**src/rtl/hello_world.sv**
```systemverilog
// rtl/hello_world.sv - byte-at-a-time fwrite(ptr, size, nmemb, stream) engine on a single memory bus
//
// Purpose:
//   While setb=0, captures a RISC-V-style argument frame every cycle.
//   Once setb=1, copies size*nmemb bytes from ptr to the fixed address stream.
//   Each byte costs one byte read and one byte write.
//   On completion it returns nmemb in a0 and raises idle.
//
// Ports:
//   clk, rstb              clock (rising edge), asynchronous active-low reset
//   setb                   0 = load/hold arguments, 1 = run
//   idle                   routine has returned
//   pc0, ra0, sp0, s00     entry pc, return address, stack pointer, saved s0
//   a00..a50               argument registers (ptr, size, nmemb, stream, unused, unused)
//   addr, size, valid,     bus request: address, transfer size (0 = byte), request,
//   write, wdata           direction (1 = write), write data
//   rdata, ready           word-aligned read data, slave accept (combinational)

module hello_world #(
    parameter int PCW  = 8,
    parameter int XLEN = 32
) (
    input  logic            clk,
    input  logic            rstb,
    input  logic            setb,
    output logic            idle,
    input  logic [PCW-1:0]  pc0,
    input  logic [XLEN-1:0] ra0,
    input  logic [XLEN-1:0] sp0,
    input  logic [XLEN-1:0] s00,
    input  logic [XLEN-1:0] a00,
    input  logic [XLEN-1:0] a10,
    input  logic [XLEN-1:0] a20,
    input  logic [XLEN-1:0] a30,
    input  logic [XLEN-1:0] a40,
    input  logic [XLEN-1:0] a50,
    output logic [31:0]     addr,
    output logic [2:0]      size,
    output logic            valid,
    output logic            write,
    output logic [31:0]     wdata,
    input  logic [31:0]     rdata,
    input  logic            ready
);

    typedef enum logic [2:0] {
        S_LOAD = 3'd0,
        S_RD   = 3'd1,
        S_GAP1 = 3'd2,
        S_WR   = 3'd3,
        S_GAP2 = 3'd4,
        S_DONE = 3'd5
    } state_t;

    state_t state_q, state_d;

    logic [PCW-1:0]  pc_q, pc_d;
    logic [XLEN-1:0] ra_q, ra_d;
    logic [XLEN-1:0] sp_q, sp_d;
    logic [XLEN-1:0] s0_q, s0_d;
    logic [XLEN-1:0] a0_q, a0_d;
    logic [XLEN-1:0] a1_q, a1_d;
    logic [XLEN-1:0] a2_q, a2_d;
    logic [XLEN-1:0] a3_q, a3_d;
    logic [XLEN-1:0] a4_q, a4_d;
    logic [XLEN-1:0] a5_q, a5_d;
    logic [XLEN-1:0] total_q, total_d;
    logic [XLEN-1:0] i_q, i_d;
    logic [7:0]      data_byte_q, data_byte_d;

    // a0 holds ptr while running and the return value once DONE is reached.
    logic [XLEN-1:0] a0;
    assign a0 = a0_q;

    // Source address of the current byte; wraps modulo 2^XLEN.
    logic [XLEN-1:0] rd_addr;
    assign rd_addr = a0_q + i_q;

    // Stack pointer, s0, a4, a5 and the pc are architectural state only.
    logic unused_regs;
    assign unused_regs = ^{sp_q, s0_q, a4_q, a5_q, pc_q, ra_q};

    // State register
    always_ff @(posedge clk or negedge rstb) begin
        if (!rstb) begin
            state_q     <= S_LOAD;
            pc_q        <= '0;
            ra_q        <= '0;
            sp_q        <= '0;
            s0_q        <= '0;
            a0_q        <= '0;
            a1_q        <= '0;
            a2_q        <= '0;
            a3_q        <= '0;
            a4_q        <= '0;
            a5_q        <= '0;
            total_q     <= '0;
            i_q         <= '0;
            data_byte_q <= '0;
        end else begin
            state_q     <= state_d;
            pc_q        <= pc_d;
            ra_q        <= ra_d;
            sp_q        <= sp_d;
            s0_q        <= s0_d;
            a0_q        <= a0_d;
            a1_q        <= a1_d;
            a2_q        <= a2_d;
            a3_q        <= a3_d;
            a4_q        <= a4_d;
            a5_q        <= a5_d;
            total_q     <= total_d;
            i_q         <= i_d;
            data_byte_q <= data_byte_d;
        end
    end

    // Next-state and datapath
    always_comb begin
        state_d     = state_q;
        pc_d        = pc_q;
        ra_d        = ra_q;
        sp_d        = sp_q;
        s0_d        = s0_q;
        a0_d        = a0_q;
        a1_d        = a1_q;
        a2_d        = a2_q;
        a3_d        = a3_q;
        a4_d        = a4_q;
        a5_d        = a5_q;
        total_d     = total_q;
        i_d         = i_q;
        data_byte_d = data_byte_q;

        if (state_q != S_LOAD && !setb) begin
            // Abort: abandon whatever transfer is on the bus.
            state_d = S_LOAD;
        end else begin
            case (state_q)
                S_LOAD: begin
                    if (!setb) begin
                        pc_d = pc0;
                        ra_d = ra0;
                        sp_d = sp0;
                        s0_d = s00;
                        a0_d = a00;
                        a1_d = a10;
                        a2_d = a20;
                        a3_d = a30;
                        a4_d = a40;
                        a5_d = a50;
                    end else begin
                        total_d = a1_q * a2_q;
                        i_d     = '0;
                        if (total_d == '0) begin
                            // Nothing to write: return 0 straight away.
                            a0_d    = '0;
                            pc_d    = ra_q[PCW-1:0];
                            state_d = S_DONE;
                        end else begin
                            state_d = S_RD;
                        end
                    end
                end
                S_RD: begin
                    if (ready) begin
                        data_byte_d = rdata[{rd_addr[1:0], 3'b000} +: 8];
                        state_d     = S_GAP1;
                    end
                end
                S_GAP1: begin
                    state_d = S_WR;
                end
                S_WR: begin
                    if (ready) begin
                        i_d     = i_q + 1'b1;
                        state_d = S_GAP2;
                    end
                end
                S_GAP2: begin
                    if (i_q == total_q) begin
                        a0_d    = a2_q;
                        pc_d    = ra_q[PCW-1:0];
                        state_d = S_DONE;
                    end else begin
                        state_d = S_RD;
                    end
                end
                S_DONE: begin
                    state_d = S_DONE;
                end
                default: begin
                    state_d = S_LOAD;
                end
            endcase
        end
    end

    // Outputs (Moore): bus is driven only in RD and WR.
    always_comb begin
        valid = 1'b0;
        write = 1'b0;
        size  = 3'd0;
        addr  = '0;
        wdata = '0;
        idle  = 1'b0;
        case (state_q)
            S_RD: begin
                valid = 1'b1;
                addr  = rd_addr;
            end
            S_WR: begin
                valid = 1'b1;
                write = 1'b1;
                addr  = a3_q;
                wdata = {24'b0, data_byte_q};
            end
            S_DONE: begin
                idle = 1'b1;
            end
            default: begin
                valid = 1'b0;
            end
        endcase
    end

endmodule

```
**config.mk**
```make
export PLATFORM = sky130hd
export DESIGN_NAME = hello_world
export DESIGN_NICKNAME = d
export VERILOG_FILES = /design/src/rtl/hello_world.sv
export SDC_FILE = /design/constraint.sdc
export NUM_CORES = 2
export LEC_CHECK = 0
export ABC_CLOCK_PERIOD_IN_PS = 10700
export CAP_MARGIN = 20
export CORE_MARGIN = 1
export CORE_UTILIZATION = 50
export CTS_CLUSTER_DIAMETER = 30
export DETAILED_ROUTE_END_ITERATION = 12
export PLACE_DENSITY = 0.8
export SLEW_MARGIN = 20
export SYNTH_ARGS = -nofsm -noshare
export SYNTH_HDL_FRONTEND = slang
export SYNTH_SLANG_ARGS = --single-unit
```
**constraint.sdc**
```tcl
create_clock -name clk -period 10.7 [get_ports clk]
set_input_delay 1.07 -clock clk [delete_from_list [all_inputs] [get_ports clk]]
set_output_delay 1.07 -clock clk [all_outputs]
set_load 0.02 [all_outputs]
```
==> results.yml <==
layout:
  layout-drive-gt1-share_pct: 8.39
  fillerInstances: 4447
  stdcell_area_um2: 31000
  final_util_pct: 58.4
  final_nets: 3879
  multi_input_area_um2: 19600
  syn2layout_area_growth_pct: 14.5
  ff_latch_area_um2: 5080
yosys:
  yosys_register_bits: 203
  netlist_top_cells_area: "fa_1, dfrtp_1, ha_1"
  ys_types: 76
  synth_edf_count: 0
  async_flop_share_pct: 100
  synth_top_area_share_pct: 30.3
  ys.flop_type: "dfrtp_1"
  syn_avg_cell_area_um2: 9.49
  synth_area_leader_cell: "fa_1"
  synth_cells: 2851
  seq_area_frac_synth_pct: 18.8
  ys_warn_count: 0
  netlist_area_um2: 27000
clock_tree:
  cts_inserted_buffers: 42
  clk_pin_slew_ns: 0.05
  htree_levels: 2
  cts_max_path_buffers: 3
  post_cts_resize_count: 0
  cts_tree: "done"
  cts-root-buf: "clkbuf_16"
  ctsHoldBuffers: 0
  clock_sinks: 203
  clk_latency_ns: 0.56
  post-cts-setup-buffers: 0
sta:
  rsz0062_at_grt: "false"
  hold_viol: 0
  maxSlewViolCount: 0
  worstMarginPinSlew_ns: 1.11
  maxClockFrequency_mhz: 109
  fin_setup_tns_ns: 0
  finalSetupViolations: 0
  fin_crit_sh_pct: 85.9
  worst_slack_ns: 1.51
  clock_skew_ns: 0.0234
  maxSlewHeadroom_pct: 25.8
  fin_crit_ns: 9.19
grt:
  grt_pass1_wl_um: 115000
  antenna_found_initial: 4
  grt_max_degree: 88
  gr-total-overflow: 0
  grt.total_usage_pct: 27.3
  grt_pass1_vias: 21500
status:
  outcome: "complete, no violations"
die:
  core_area_um2: 53000
  initial_core_util_pct: 51.1
  floorplan.rows: 84
  fp.dieW_um: 235
  die_y_um: 235
  die_area_um2: 55000
  ioPinCount: 402
detailed_routing:
  via_count: 20500
  drt-pass1-iter-count: 7
  viasPerCell: 5.53
  wl_per_cell_um: 19.7
  drc_errors: 0
  ant_nets: 0
  drtIter0Drc: 1527
  drt-total-wl_um: 73000
worst_setup_path:
  worstPathRequired_ns: 11.16
  crit_path_start_kind: "flip-flop"
  worstPathMaxFanout: 30
  endpoint_kind: "flip-flop"
  critical_path_class: "reg -> reg"
  cp.arrival_ns: 9.64
place:
  place_area_um2: 29500
  portBuffers: 206
  place_ws_ns: 1.58
  gp_congestion: 0.962
  dp_hpwl_um: 56100
flow_run:
  max-cap-violations: 0
min_path:
  hold_class: "reg -> reg"
-- routing by layer --
layer / GRT usage (%) / vias to the layer above / share of wire (%)
met5: 0 / - / 0.047
li1: - / 9117 / -
met3: 5.97 / 197 / 8.8
met1: 36.2 / 10300 / 41
met2: 43.8 / 905 / 47
met4: 10.1 / 6 / 3.6
-- Yosys cell counts (3+ instances only) --
library cell and n:
inv_1 440, fa_1 409, nand2_1 342, and2_1 290
dfrtp_1 203, ha_1 155, clkbuf_1 142, mux2_2 110
nor2_1 99, a21oi_1 97, xor2_1 92, xnor2_1 82
o21ai_0 55, mux2i_1 35, nor3b_1 30, buf_4 27
and3_1 24, nand3_1 24, nand4_1 14, o21bai_1 13
a21o_1 12, nor4_1 11, nor3_1 10, a211oi_1 8
mux4_2 8, a22o_1 7, nand2b_1 7, o21a_1 7
and4_1 6, nor2b_1 6, o211ai_1 6, a31oi_1 5
buf_1 5, o31ai_1 4, a21boi_0 3, a221oi_1 3
buf_12 3, o21ai_1 3, o22ai_1 3, or2_2 3
or3_1 3
-- through the flow --
step | cells | hold slack (ns)
after detailed placement | 3627 | 0.488
final | 3705 | 0.496
after global routing | 3704 | 0.513
after floorplan | 2877 | 0.465
after CTS | 3704 | 0.499
after global placement | 3627 | 0.481
-- final timing paths --
kind	from	to	cells after the start	slack (ns)
max	a2_q[5]	a0[19]	24	1.51
max reg2reg	a2_q[5]	a0[19]	24	1.51
max in group asynchronous	rstb	a1_q[30]	2	8.71
min in group asynchronous	rstb	a3_q[22]	1	0.58
min reg2reg	data_byte_q[4]	data_byte_q[4]	1	0.50
min	data_byte_q[4]	data_byte_q[4]	1	0.50
-- cells by family (layout without fill, tap and decap cells) --
family / Yosys count / count (layout) / share of synthesized area (%)
XOR/XNOR: 174 / 174 / 5.63
flip-flops: 203 / 203 / 18.8
other: 1 / 28 / 0.0139
AO/OA/AOI/OAI: 257 / 257 / 5.94
multiplexers: 154 / 154 / 6.58
buffers and inverters: 621 / 760 / 9.21
adder cells (fa/ha/maj): 564 / 564 / 37.4
AND/OR/NAND/NOR: 877 / 877 / 16.4
-- cells in the final DEF (no fill, tap or decap), types with 11 or more instances in the layout --
| cell type | count |
|---|---|
| nor3b_1 | 30 |
| xor2_1 | 92 |
| buf_4 | 36 |
| fa_1 | 409 |
| dfrtp_1 | 202 |
| nand4_1 | 14 |
| mux2i_1 | 35 |
| nor2_1 | 98 |
| and3_1 | 24 |
| a21oi_1 | 97 |
| a21o_1 | 12 |
| xnor2_1 | 82 |
| nand3_1 | 24 |
| o21ai_0 | 55 |
| ha_1 | 155 |
| clkbuf_16 | 42 |
| nand2_1 | 342 |
| o21bai_1 | 13 |
| inv_1 | 440 |
| nor4_1 | 11 |
| clkdlybuf4s50_1 | 205 |
| mux2_2 | 110 |
| conb_1 | 27 |
| and2_1 | 289 |
-- state kept, by name (all words and copies together) (netlist names) --
name / count
total_q: 32
a1_q: 32
a3_q: 32
a2_q: 32
data_byte_q: 8
i_q: 32
state_q: 3
a0: 32
-- final cells by class --
cell class,count,area share (%)
Inverter,441,5.35
Timing Repair Buffer,242,7.54
Tap cell,688,2.78
Clock buffer,46,3.57
Sequential cell,203,16.4
Antenna cell,1,0.00808
Clock inverter,31,1.07
Multi-Input combinational cell,2053,63.3
-- critical path, stage by stage, from the launching register on --
cell	delay, ns
dfrtp_1	0.95
buf_4	0.35
and2_1	0.19
fa_1	0.42
fa_1	0.49
fa_1	0.51
inv_1	0.05
fa_1	0.49
inv_1	0.06
fa_1	0.48
fa_1	0.57
fa_1	0.43
fa_1	0.44
ha_1	0.42
and3_1	0.24
nand3_1	0.08
o21ai_1	0.22
xor2_1	0.18
or4_4	0.57
nor4_2	0.19
nand4_1	0.21
nor4b_4	0.55
o21a_2	0.22
buf_4	0.46
mux2i_1	0.27
Power is left out: the tool's default activity adds up to more than one toggle a clock period on the data nets, which glitch-free logic cannot reach.
